### src/rtl/alu_trace_monitor.sv
// -----------------------------------------------------------------------------
// alu_trace_monitor
//
// Watches the ALU result bus and its N/Z flags and records every change, with
// a free-running timestamp, into an on-chip trace FIFO. Records are drained
// through a show-ahead pop interface.
//
// Optional feature: define ALU_TRACE_TRIGGER_EN to add a masked-compare start
// trigger (ports trig_value / trig_mask and a WAIT state).
//
// Ports:
//   clk          in   system clock, rising edge
//   reset        in   synchronous, active-high reset
//   alu_result   in   ALU result under observation            [DATA_W]
//   NegativeFlag in   ALU negative flag
//   ZeroFlag     in   ALU zero flag
//   capture_en   in   capture enable, level-sensitive
//   trig_value   in   trigger compare value (trigger build)   [DATA_W]
//   trig_mask    in   trigger compare mask  (trigger build)   [DATA_W]
//   rd_en        in   pop request
//   rd_valid     out  head entry valid (FIFO not empty)
//   rd_data      out  head entry {ts, N, Z, result}           [TS_W+2+DATA_W]
//   count        out  entries held                            [$clog2(DEPTH)+1]
//   overflow     out  sticky: at least one record was dropped
//   drop_cnt     out  dropped records, saturating             [DROP_W]
// -----------------------------------------------------------------------------
module alu_trace_monitor #(
    parameter int DATA_W = 32,
    parameter int DEPTH  = 16,
    parameter int TS_W   = 16,
    parameter int DROP_W = 8
) (
    input  logic                          clk,
    input  logic                          reset,
    input  logic [DATA_W-1:0]             alu_result,
    input  logic                          NegativeFlag,
    input  logic                          ZeroFlag,
    input  logic                          capture_en,
`ifdef ALU_TRACE_TRIGGER_EN
    input  logic [DATA_W-1:0]             trig_value,
    input  logic [DATA_W-1:0]             trig_mask,
`endif
    input  logic                          rd_en,
    output logic                          rd_valid,
    output logic [TS_W+2+DATA_W-1:0]      rd_data,
    output logic [$clog2(DEPTH):0]        count,
    output logic                          overflow,
    output logic [DROP_W-1:0]             drop_cnt
);

    localparam int AW = $clog2(DEPTH);
    localparam int CW = AW + 1;
    localparam int RW = TS_W + 2 + DATA_W;

`ifdef ALU_TRACE_TRIGGER_EN
    typedef enum logic [1:0] {IDLE, RUN, WAIT} state_t;
`else
    typedef enum logic [1:0] {IDLE, RUN} state_t;
`endif

    state_t              state_q, state_d;
    logic [TS_W-1:0]     ts;
    logic [DATA_W-1:0]   prev_result;
    logic [1:0]          prev_flags;
    logic                seen_q;       // a RUN cycle has already been observed
    logic [AW-1:0]       wr_ptr, rd_ptr;
    logic [RW-1:0]       mem [DEPTH];

    logic                in_run;
    logic                event_fire;
    logic                full, empty;
    logic                push, pop, drop;
    logic [1:0]          flags;

    assign flags = {NegativeFlag, ZeroFlag};
    assign full  = (count == CW'(DEPTH));
    assign empty = (count == '0);

    // ------------------------------------------------------------------ FSM
    always_ff @(posedge clk) begin
        if (reset) state_q <= IDLE;
        else       state_q <= state_d;
    end

`ifdef ALU_TRACE_TRIGGER_EN
    logic trig_hit;
    assign trig_hit = ((alu_result & trig_mask) == (trig_value & trig_mask));

    always_comb begin
        // NOTE: every always_comb output gets a default first so no path infers a latch.
        state_d = state_q;
        in_run  = 1'b0;
        case (state_q)
            IDLE: if (capture_en) state_d = WAIT;
            WAIT: begin
                if (!capture_en) state_d = IDLE;
                else if (trig_hit) begin
                    state_d = RUN;
                    in_run  = 1'b1;   // the matching cycle is the first RUN cycle
                end
            end
            RUN: begin
                in_run = 1'b1;
                if (!capture_en) state_d = IDLE;
            end
            default: state_d = IDLE;
        endcase
    end
`else
    always_comb begin
        // NOTE: every always_comb output gets a default first so no path infers a latch.
        state_d = state_q;
        in_run  = 1'b0;
        case (state_q)
            IDLE: if (capture_en) state_d = RUN;
            RUN: begin
                in_run = 1'b1;
                if (!capture_en) state_d = IDLE;
            end
            default: state_d = IDLE;
        endcase
    end
`endif

    // ------------------------------------------------------- event detection
    // The first RUN cycle after any non-RUN cycle records unconditionally.
    assign event_fire = in_run &&
                        (!seen_q || (alu_result != prev_result) || (flags != prev_flags));

    assign pop  = rd_en && !empty;
    assign push = event_fire && (!full || pop);
    assign drop = event_fire && full && !pop;

    // ------------------------------------------------------- control state
    always_ff @(posedge clk) begin
        // NOTE: sequential state uses non-blocking assignments only, so every
        // register samples pre-edge values regardless of statement order.
        if (reset) begin
            ts          <= '0;
            prev_result <= '0;
            prev_flags  <= '0;
            seen_q      <= 1'b0;
            wr_ptr      <= '0;
            rd_ptr      <= '0;
            count       <= '0;
            overflow    <= 1'b0;
            drop_cnt    <= '0;
        end else begin
            ts     <= ts + 1'b1;
            seen_q <= in_run;
            if (in_run) begin
                prev_result <= alu_result;
                prev_flags  <= flags;
            end
            if (push) wr_ptr <= wr_ptr + 1'b1;
            if (pop)  rd_ptr <= rd_ptr + 1'b1;
            case ({push, pop})
                2'b10:   count <= count + 1'b1;
                2'b01:   count <= count - 1'b1;
                default: count <= count;
            endcase
            if (drop) begin
                overflow <= 1'b1;
                if (drop_cnt != {DROP_W{1'b1}}) drop_cnt <= drop_cnt + 1'b1;
            end
        end
    end

    // ------------------------------------------------------- trace storage
    // NOTE: the storage array has no reset; emptiness is tracked by count and
    // the read port is gated by rd_valid, so stale contents are never visible.
    always_ff @(posedge clk) begin
        if (push) mem[wr_ptr] <= {ts, flags, alu_result};
    end

    assign rd_valid = !empty;
    assign rd_data  = rd_valid ? mem[rd_ptr] : '0;

endmodule
### config.mk
export PLATFORM = sky130hd
export DESIGN_NAME = alu_trace_monitor
export DESIGN_NICKNAME = d
export VERILOG_FILES = /design/src/rtl/alu_trace_monitor.sv
export SDC_FILE = /design/constraint.sdc
export NUM_CORES = 1
export LEC_CHECK = 0
export BUFFER_PORTS_ARGS = -buffer_cell sky130_fd_sc_hd__buf_4
export CORE_UTILIZATION = 25
export CTS_CLUSTER_SIZE = 12
export DETAILED_ROUTE_END_ITERATION = 8
export GPL_ROUTABILITY_DRIVEN = 0
export HOLD_SLACK_MARGIN = 0.02
export PLACE_DENSITY_LB_ADDON = 0.2
export SYNTH_ARGS = -nofsm -noshare
export SYNTH_HDL_FRONTEND = slang
export SYNTH_SLANG_ARGS = --single-unit
### constraint.sdc
create_clock -name clk -period 8.85 [get_ports clk]
set_input_delay 1.3275 -clock clk [delete_from_list [all_inputs] [get_ports clk]]
set_output_delay 1.3275 -clock clk [all_outputs]
set_load 0.1 [all_outputs]
# Word-level counts from Yosys, hierarchy flattened
# Memory sizes are Yosys's and may differ from the RTL's. A register that Yosys moved wholly into a read port is not among the register bits.
# Cells that the tools add are included.
dict set report totals {
  register_bits 75
  ram_bits 800
  inputBits 38
  out_inout_bits 65
  wordCells 53
  n_memories 1
}
# memory words width rd rd_ports_with_merged_regs wr line_no
set mem_list {}
lappend mem_list {mem 16 50 1 1 1 67} ;# logic [RW-1:0] mem [DEPTH];
dict set report op_classes {
  n_addsub 6
  eq_ne 9
  muxes 10
  reduce_logical 17
}
# cell n
set op_table {}
lappend op_table {{$mux 50} 1}
lappend op_table {{$ne 32x32->1} 1}
lappend op_table {{$add 16x1->16 const B} 1}
lappend op_table {{$pmux 5 s2} 1}
lappend op_table {{$add 4x1->4 const B} 2}
lappend op_table {{$add 8x1->8 const B} 1}
lappend op_table {{$mux 4} 2}
lappend op_table {{$ne 8x8->1 const B} 1}
lappend op_table {{$add 5x1->5 const B} 1}
lappend op_table {{$eq 5x5->1 const B} 1}
lappend op_table {{$logic_and 1x1->1} 5}
lappend op_table {{$logic_not 5->1} 1}
lappend op_table {{$sub 5x1->5 const B} 1}
lappend op_table {{$eq 2x1->1 const B} 2}
lappend op_table {{$logic_not 1->1} 4}
lappend op_table {{$mux 2} 2}
lappend op_table {{$ne 2x2->1 const B} 2}
lappend op_table {{$pmux 2 s2} 1}
lappend op_table {{$reduce_and 2->1} 2}
lappend op_table {{$logic_or 1x1->1} 3}
lappend op_table {{$mux 1} 3}
lappend op_table {{$eq 2x2->1 const B} 1}
lappend op_table {{$logic_not 2->1} 1}
lappend op_table {{$ne 2x2->1} 1}
lappend op_table {{$reduce_bool 2->1} 1}

# Depth between registers and ports, before layout
# Gate-level depths: netlist of the first run.
dict set report depth {
  word_depth 7
  mapped_depth 12
  mapped_depth_nobuf 12
}

# Worst setup path before layout of the first run
# Ideal clock, no wire load.
dict set report synth_timing {
  path_type {in2reg}
  from {in alu_result[5]}
  to {mem mem[2][0] (netlist name) (enable)}
  setup_ns 0.581
  arrival_time_ns 7.045
  required_time_ns 8.269
  path_slack_ns 1.224
  cell_stages 7
  n_path_buf 1
  cell_sequence {xnor2_1 nand4_1 nor4_1 a41oi_1 nand2_1 clkbuf_1 nor4_1}
}
dict set report synth_via {
  elab_chain_cells 7
}
# item line_no
set synth_lines {}
lappend synth_lines {{start, declared} 35} ;# input logic [DATA_W-1:0] alu_result,
lappend synth_lines {{$ne 32x32->1} 128} ;# (!seen_q || (alu_result != prev_result) || (flags != prev_flags));
lappend synth_lines {{$logic_or 1x1->1 (2 in a row)} 128}
lappend synth_lines {{$logic_and 1x1->1} 127} ;# assign event_fire = in_run &&
lappend synth_lines {{$logic_and 1x1->1} 131} ;# assign push = event_fire && (!full || pop);
lappend synth_lines {{$mux 1} 173} ;# if (push) mem[wr_ptr] <= {ts, flags, alu_result};
lappend synth_lines {{$mux 1 (implied by the code)} 173}
lappend synth_lines {{end, declared} 67}
# Every way passes these cells.

==> flow_summary.toml, run 1 <==
[routing]
drtIter0Drc = 1387
vias = 15900
drtPass1Iterations = 5
drtAntennaViolNets = 0
route.detailed.drc = 0
drt_wl_total_mm = 85.8
viasPerCell = 4.46
avgRoutedWirePerCell_um = 24.0

[clock_network]
holdBufCountCts = 0
cts_made_buffers = 98
cts_max_level = 3
post_cts_buffers = 0
clk_pin_slew_ps = 60
cts_num_sinks = 878
clockBufferDepth = 3
tritoncts = "yes"
cts_resized = 0
cts_root_buf = "clkbuf_16"
clkLatencyLatePin_ps = 700

[critical_path]
critPathKind = "reg -> out"
r2r_end = "mem[14][36]$_DFFE_PP_"
required_ps = 7520
r2r_start = "prev_result[27]$_SDFFE_PP0P_"
critPathLaunchType = "flip-flop"
rr_worst_depth = 7
critPathMaxFanout = 38
endpoint = "rd_data[20]"
r2r_slack_ps = 4790
end_kind = "primary output"
crit_arrival_ps = 3860

[hold_path]
hold_class = "reg -> reg"

[sta]
period_share_pct = 58.6
slew_headroom_pct = 27.8
slew_viol_final = 0
timing.fmax_mhz = 193
clock-skew-final_ps = 39.8
rsz0062_at_grt = "no"
worst_pin_slew_ps = 1080
hold_viol = 0
finalCriticalPeriod_ps = 5180
finalSetupTns_ps = 0
finalSetupViolations = 0

[grt]
grt_pass1_vias = 16900
grt_pass1_wl_mm = 124
track_usage_pct = 12.6
grt_max_degree = 117
antenna_found_initial = 7
grt-ovfl-total = 0

[floorplanning]
fp-row-count = 134
design.core.area_um2 = 134000
die-area_um2 = 137000
ios = 103
die_y_um = 370
die_w_um = 370
initial_utilization_pct = 25.3

[synthesis]
ys_ff_latch = 878
postSynthAreaPerCell_um2 = 21.7
seq_area_frac_synth_pct = 75.5
syn_nets = 1612
synthDistinctLibCells = 49
syn-cell-area_um2 = 33900
ys_async_sr_fraction_pct = 0
yosys-top-cells-area = "edfxtp_1 71%, mux4_2 17%, dfxtp_1 4.6%"
yosysTopAreaCell = "edfxtp_1"
synth-edff-count = 800
synthCells = 1563
synth_top_area_share_pct = 70.9
ys_warn_count = 0
yosys_most_used_dff = "edfxtp_1"

[finish]
nFillCells = 12900
layout-drive-gt1-share_pct = 31.0
nNetsFinal = 1774
final_cell_mix = "800 x edfxtp_1, 250 x mux4_2, 139 x buf_4"
finalNonFillerCells = 3573
final_common_cell = "edfxtp_1"
area_delta_synth_final_pct = 18.4

[placement]
hpwl_mm = 45.3
io_buffers = 102
post-place-cells = 3393

[outcome]
status = "complete, no violations"

[power_and_ir_drop]
power_density_nw_per_um2 = 288
p_leak_nw = 12.3
vdd_drop_max_mv = 0.268

[run]
cap_violations = 0
through the flow:
stage	power [W]	utilization (%)	hold slack (ps)	cell area, µm²	worst slack [ps]
after detailed placement	0.00780	27.6	478	37000	3550
after global routing	0.0120	29.9	526	40100	3390
after CTS	0.0118	29.9	496	40100	3460
after floorplan	0.00698	-	476	33900	1220
after global placement	0.00779	27.6	496	37000	3600
final	0.0115	29.9	489	40100	3670
cell families (layout without fill, tap and decap cells):
group                      count (synthesis)  after routing  synth area share (%)
buffers and inverters                     95            336                  1.08
DFF                                      878            878                  75.5
other                                      0              1                     0
xor gates and xnor gates                  50             50                  1.29
adders and majority gates                 11             11                 0.428
AOI/OAI and AO/OA                         33             33                 0.639
and+or+nand+nor                          206            206                  3.24
muxes                                    290            290                  17.8
cells in the mapped netlist, drive strengths merged (2+ instances only):
cell,number
edfxtp,800
and3,3
a21o,3
xnor2,35
nor2,77
xor2,15
mux2i,37
a21oi,11
mux4,250
or4,2
nand4,13
buf,35
dfxtp,78
clkbuf,44
clkinv,2
ha,10
nand2b,4
inv,14
or3,6
o21ai,7
o2111ai,2
nor2b,6
nor4,11
nand2,8
o31ai,3
and2,54
mux2,3
nor3,4
nand3,15
registers in the layout, summed over array words and instances, names as in the netlist, named ones only:
name and count:
wr_ptr 4, drop_cnt 8, rd_ptr 4, state_q 1
prev_flags 2, prev_result 32, seen_q 1, count 5
ts 16, mem 800, overflow 1
worst max-delay path: stages (launching register included):
cell,delay [ps]
dfxtp_4,740
buf_4,760
mux4_2,600
mux4_2,470
and2_1,270
buf_4,280
layout make-up:
class                      instances  area [µm²]  area share, %
sequential                       878       25600           63.8
multi-input combinational        590        8040           20.0
clock buffer                     143        2770           6.91
tap                             1768        2210           5.51
timing repair buffer             141        1080           2.70
clock inverter                    36         345          0.861
inverter                          16        60.1          0.150
antenna                            1        2.50        0.00624
where the power goes:
| group | switching (W) | leakage, nW | total (W) | internal, W |
|---|---|---|---|---|
| clock | 0.00165 | 1.53 | 0.00391 | 0.00226 |
| sequential | 0.0000655 | 7.91 | 0.00463 | 0.00457 |
| combinational | 0.00215 | 2.89 | 0.00300 | 0.000857 |
| total | 0.00386 | 12.3 | 0.0115 | 0.00769 |
how the worst min path moves through the flow:
stage	slack, ps	depth (start not counted)	startpoint	end
floorplan	480	2	prev_result[26]$_SDFFE_PP0P_	prev_result[26]$_SDFFE_PP0P_
finish	490	2	overflow$_SDFFE_PP0P_	overflow$_SDFFE_PP0P_
global placement	500	2	overflow$_SDFFE_PP0P_	overflow$_SDFFE_PP0P_
detailed placement	480	2	overflow$_SDFFE_PP0P_	overflow$_SDFFE_PP0P_
global route	530	2	overflow$_SDFFE_PP0P_	overflow$_SDFFE_PP0P_
CTS	500	2	overflow$_SDFFE_PP0P_	overflow$_SDFFE_PP0P_
metal layers:
metal | vias to the layer above | wire length [µm] | GRT usage, %
li1 | 6783 | - | -
met1 | 8719 | 37800 | 16.8
met2 | 301 | 42500 | 21.0
met3 | 119 | 3840 | 2.61
met4 | 8 | 1650 | 3.27
met5 | - | 42 | 0
No activity file was read; power rests on OpenSTA's default activity.
==> run 2: changes to the inputs <==
- clock period: 8.85 -> 5.2 ns (I/O delays scaled with it)
==> run 2 against run 1 <==
Compared with the run above: first-iteration DRC count is 7.4% lower; count of clock-buffer cells in the layout is 5 lower; flip-flop and latch count stayed put; clock skew is 14 ps lower; die area stayed put; highest routed layer unchanged.
==> flow_summary.toml, run 2 (synthesized netlist as in run 1, its figures left out) <==
[outcome]
status = "complete, no violations"

[sta]
worst_pin_slew_ps = 1120
rsz0062_at_grt = "no"
hold_viol = 0
clock-skew-final_ps = 26.0
finalSetupTns_ps = 0
period_share_pct = 83.4
timing.fmax_mhz = 231
slew_headroom_pct = 25.1
finalCriticalPeriod_ps = 4340
finalSetupViolations = 0
slew_viol_final = 0

[finish]
nNetsFinal = 1784
area_delta_synth_final_pct = 19.4
reg.largest.list = "mem: 800 flops, prev_result: 32 flops, ts: 16 flops"
ff_latch_area_um2 = 25600
final_common_cell = "edfxtp_1"
largest_register_ffs = 800
nFillCells = 12900
multiInputGateArea_um2 = 8040
largest_register = "mem"
final_cell_mix = "800 x edfxtp_1, 250 x mux4_2, 134 x buf_4"
finalNonFillerCells = 3590
layout-drive-gt1-share_pct = 30.8

[critical_path]
r2r_start = "count[1]$_SDFFE_PP0P_"
critPathMaxFanout = 27
required_ps = 4420
crit_arrival_ps = 3560
end_kind = "primary output"
crit_chain = "buf_4, mux4_2, mux4_2, and2_1, buf_4"
critPathKind = "reg -> out"
critPathLaunchType = "flip-flop"
critPathSlowestCell = "dfxtp_4"
slowest_delay_ps = 820

[floorplanning]
ios = 103
die_y_um = 370
design.core.area_um2 = 134000
initial_utilization_pct = 25.3
fp-row-count = 134
die-area_um2 = 137000
die_w_um = 370

[grt]
track_usage_pct = 12.4
grt-ovfl-total = 0
grt_pass1_vias = 17000
grt_pass1_wl_mm = 123
antenna_found_initial = 6
grt_max_degree = 52

[clock_network]
clockBufferDepth = 3
cts_max_level = 3
holdBufCountCts = 0
clk_pin_slew_ps = 50
cts_made_buffers = 99
cts_num_sinks = 878
cts_resized = 0
cts_root_buf = "clkbuf_16"
clkLatencyLatePin_ps = 670
tritoncts = "yes"
post_cts_buffers = 0

[power_and_ir_drop]
p_leak_nw = 12.4
vdd_drop_max_mv = 0.423
fin_total_pwr_w = 0.0215
power_density_nw_per_um2 = 531

[routing]
avgRoutedWirePerCell_um = 23.6
drtPass1Iterations = 4
drtAntennaViolNets = 0
routed-wl-met2_mm = 41.7
viasPerCell = 4.38
top_layer_used = "met5"
drtIter0Drc = 1285
vias = 15700
wl_met1_mm = 38.1
wl_met3_mm = 3.41
drt_wl_total_mm = 84.7
route.detailed.drc = 0

[placement]
post-place-cells = 3402
hpwl_mm = 46.8
io_buffers = 102

[hold_path]
min_from = "capture_en"
hold_class = "in -> reg"

[run]
cap_violations = 0
run 2: cell count changes in the layout (fill, tap and decap cells not counted), moves of 3 or more:
cell       change
bufinv_16      +6
buf_12        +14
clkinv_2       -8
buf_4          -5
clkinv_1      +14
clkbuf_16      +3
clkbuf_8       -9
run 2: per-stage QoR:
| step | area [µm²] | worst slack (ps) | utilization [%] | hold slack [ps] |
|---|---|---|---|---|
| floorplan | 33900 | -2050 | - | 476 |
| global placement | 37200 | 1030 | 27.8 | 483 |
| detailed placement | 37200 | 1040 | 27.8 | 485 |
| CTS | 40500 | 667 | 30.2 | 277 |
| global route | 40500 | 631 | 30.2 | 319 |
| finish | 40500 | 864 | 30.2 | 327 |
run 2: power by group:
| part | switching (W) | internal, W | total [W] |
|---|---|---|---|
| Sequential | 0.000189 | 0.00778 | 0.00797 |
| Clock | 0.00278 | 0.00410 | 0.00688 |
| Combinational | 0.00449 | 0.00216 | 0.00665 |
run 2: path summary, 6_finish.rpt:
path,endpoint,slack (ps),depth (start not counted)
worst max-delay path,rd_data[42],860,5
worst min-delay path,state_q[0]$_SDFFE_PP0P_,330,2
worst max register to register,mem[14][21]$_DFFE_PP_,1740,5
worst min register to register,overflow$_SDFFE_PP0P_,490,2
run 2: cell type report:
| type | instances | share of cell area [%] |
|---|---|---|
| multi-input cells | 590 | 19.9 |
| inverters | 16 | 0.148 |
| clock inverters | 48 | 1.21 |
| well taps | 1768 | 5.47 |
| diodes | 2 | 0.0124 |
| repair buffers | 150 | 3.28 |
| flip-flops and latches | 878 | 63.3 |
| clock buffers | 138 | 6.74 |
run 2: per-layer routing:
metal / GRT usage [%] / up-vias
li1: - / 6833
met1: 16.8 / 8526
met2: 20.4 / 273
met3: 2.28 / 99
met4: 3.45 / 8
met5: 0 / -
run 2: worst max-delay path: cells and delay by family, from the launching register on:
| family | cells | cell delay (ps) |
|---|---|---|
| multiplexers | 2 | 1120 |
| AND/OR/NAND/NOR | 1 | 200 |
| flip-flops | 1 | 820 |
| buffers and inverters | 2 | 710 |
==> run 3: changes to the inputs <==
- clock period: 5.2 -> 3.6 ns (I/O delays scaled with it)
==> run 3 against run 2 <==
Compared with the run above: combinational power rose by 67%; die area unchanged; worst setup slack got worse by 850 ps; non-clock buffer count increased by 95; cell count increased by 2.7%; first-iteration DRC count is 10% lower; critical path depth rose by 3; clock skew rose by 9.3 ps; sequential share of layout area fell by 3.0 points; routed wire length increased by 6.5%; count of clock-buffer cells in the layout fell by 4; critical path type unchanged.
==> flow_summary.toml, run 3 (synthesized netlist as in run 1, its figures left out) <==
[outcome]
status = "complete, no violations"

[sta]
finalSetupViolations = 0
worst_pin_slew_ps = 1010
slew_viol_final = 0
timing.fmax_mhz = 279
clock-skew-final_ps = 35.2
rsz0062_at_grt = "yes"
fin_ws_ps = 10.6
hold_viol = 0
period_share_pct = 99.7
slew_headroom_pct = 32.7
finalCriticalPeriod_ps = 3590

[clock_network]
cts_max_level = 3
clk_pin_slew_ps = 60
cts_num_sinks = 878
tritoncts = "yes"
clockBufferDepth = 3
cts_root_buf = "clkbuf_16"
cts_made_buffers = 99
clkLatencyLatePin_ps = 680

[floorplanning]
initial_utilization_pct = 25.3
fp-row-count = 134
die_y_um = 370
design.core.area_um2 = 134000
ios = 103
die_w_um = 370
die-area_um2 = 137000

[power_and_ir_drop]
p_sw_w = 0.0113
vdd_drop_max_mv = 0.785
power_density_nw_per_um2 = 773
internal-power_w = 0.0216
comb_power_share_pct = 33.8
p_clk_share_pct = 31.5
p_sw_share_pct = 34.3
p_leak_nw = 13.3
seqPwrFrac_pct = 34.7

[run]
cap_violations = 0

[routing]
viasPerCell = 4.44
drtIter0Drc = 1153
vias = 16400
avgRoutedWirePerCell_um = 24.5
drtPass1Iterations = 5
drtAntennaViolNets = 0
route.detailed.drc = 0
drt_wl_total_mm = 90.2

[critical_path]
end_kind = "primary output"
r2r_start = "prev_result[2]$_SDFFE_PP0P_"
critPathLaunchType = "flip-flop"
r2r_end = "count[4]$_SDFFE_PP0P_"
critPathMaxFanout = 7
rr_worst_depth = 15
required_ps = 3060
crit_arrival_ps = 3050
critPathKind = "reg -> out"
r2r_slack_ps = 210

[finish]
largest_register_ffs = 800
final_cell_mix = "800 x edfxtp_1, 250 x mux4_2, 138 x buf_4"
nNetsFinal = 1879
ff_latch_area_um2 = 25600
area_delta_synth_final_pct = 25.4
largest_register = "mem"
finalNonFillerCells = 3686
reg.largest.list = "mem: 800 flops, prev_result: 32 flops, ts: 16 flops"
final_common_cell = "edfxtp_1"
multiInputGateArea_um2 = 8150
final_area_um2 = 42500
nFillCells = 12700
layout-drive-gt1-share_pct = 36.2

[grt]
antenna_found_initial = 4
grt_pass1_vias = 17700
grt_max_degree = 64
track_usage_pct = 13.3
grt-ovfl-total = 0
grt_pass1_wl_mm = 131

[placement]
post-place-cells = 3470
post-place-ws_ps = -96.5
hpwl_mm = 51.7
placed_area_um2 = 38400
io_buffers = 102

[hold_path]
min_from = "alu_result[19]"
hold_path_end = "mem[12][19]$_DFFE_PP_"
hold_path_depth = 1
hold_class = "in -> reg"
-- run 3: cell types whose count changed in the layout (fill, tap and decap cells not counted), moves of 8 or more --
cell,before,now
clkinv_1,25,15
clkbuf_8,6,14
buf_16,0,13
clkbuf_1,31,19
and2_1,53,45
clkinv_2,8,20
buf_6,0,25
nor4_4,0,8
buf_12,16,57
-- run 3: critical path, cell delays in order, from the launching register on --
cell     delay (ps)
dfxtp_4         400
buf_12          120
buf_16          130
buf_4           130
buf_16          130
mux4_2          520
mux4_2          500
and2_2          250
buf_8           180
-- run 3: worst max-delay path by stage --
stage	cells after the start	end	startpoint	slack, ps
4_1_cts	6	rd_data[42]	flip-flop	-90
3_3_place_gp	16	count[4]$_SDFFE_PP0P_	alu_result[2]	-110
2_1_floorplan	7	mem[2][0]$_DFFE_PP_	alu_result[16]	20
3_5_place_dp	16	count[4]$_SDFFE_PP0P_	alu_result[2]	-100
5_1_grt	6	rd_data[42]	flip-flop	-100
6_report	8	rd_data[19]	flip-flop	10
-- run 3: metal layers --
metal / vias up / wire, µm / global-route usage [%] / share of wire, %
met4: 6 / 1660 / 3.66 / 1.8
met2: 300 / 44600 / 22.2 / 50
li1: 7040 / - / - / -
met5: - / 32 / 0 / 0.035
met1: 8920 / 40300 / 18.0 / 45
met3: 106 / 3520 / 2.13 / 3.9
-- run 3: metrics by stage --
stage	utilization, %	TNS, ps	total power, W	hold slack [ps]
6_report	31.7	0	0.0328	93.3
5_1_grt	31.7	-2230	0.0341	52.8
4_1_cts	31.7	-1520	0.0333	31.9
3_5_place_dp	28.6	-96.5	0.0218	496
3_3_place_gp	28.6	-114	0.0217	472
2_1_floorplan	-	0	0.0172	476
-- run 3: power by group through the flow --
| stage | sequential (W) | combinational [W] | clock [W] |
|---|---|---|---|
| CTS | 0.0114 | 0.0113 | 0.0106 |
| finish | 0.0114 | 0.0111 | 0.0103 |
| global placement | 0.0116 | 0.0101 | 0 |
| global route | 0.0114 | 0.0117 | 0.0110 |
| floorplan | 0.0117 | 0.00551 | 0 |
| detailed placement | 0.0116 | 0.0102 | 0 |
-- run 3: what timing repair did --
item                                   in CTS  in global routing
pin swaps                                   0                  0
buffers inserted                           14                  1
cloned                                      9                  2
endpoints found under the hold margin       1                  0
resized for setup                          55                  7
setup endpoints to repair                  48                 36
hold buffers                                1                  0
-- run 3: final cells by class --
class / instances / area share (%)
Timing Repair Buffer: 245 / 7.21
Sequential cell: 878 / 60.3
Multi-Input combinational cell: 590 / 19.2
Clock inverter: 53 / 1.41
Antenna cell: 2 / 0.0118
Inverter: 16 / 0.141
Tap cell: 1768 / 5.21
Clock buffer: 134 / 6.57
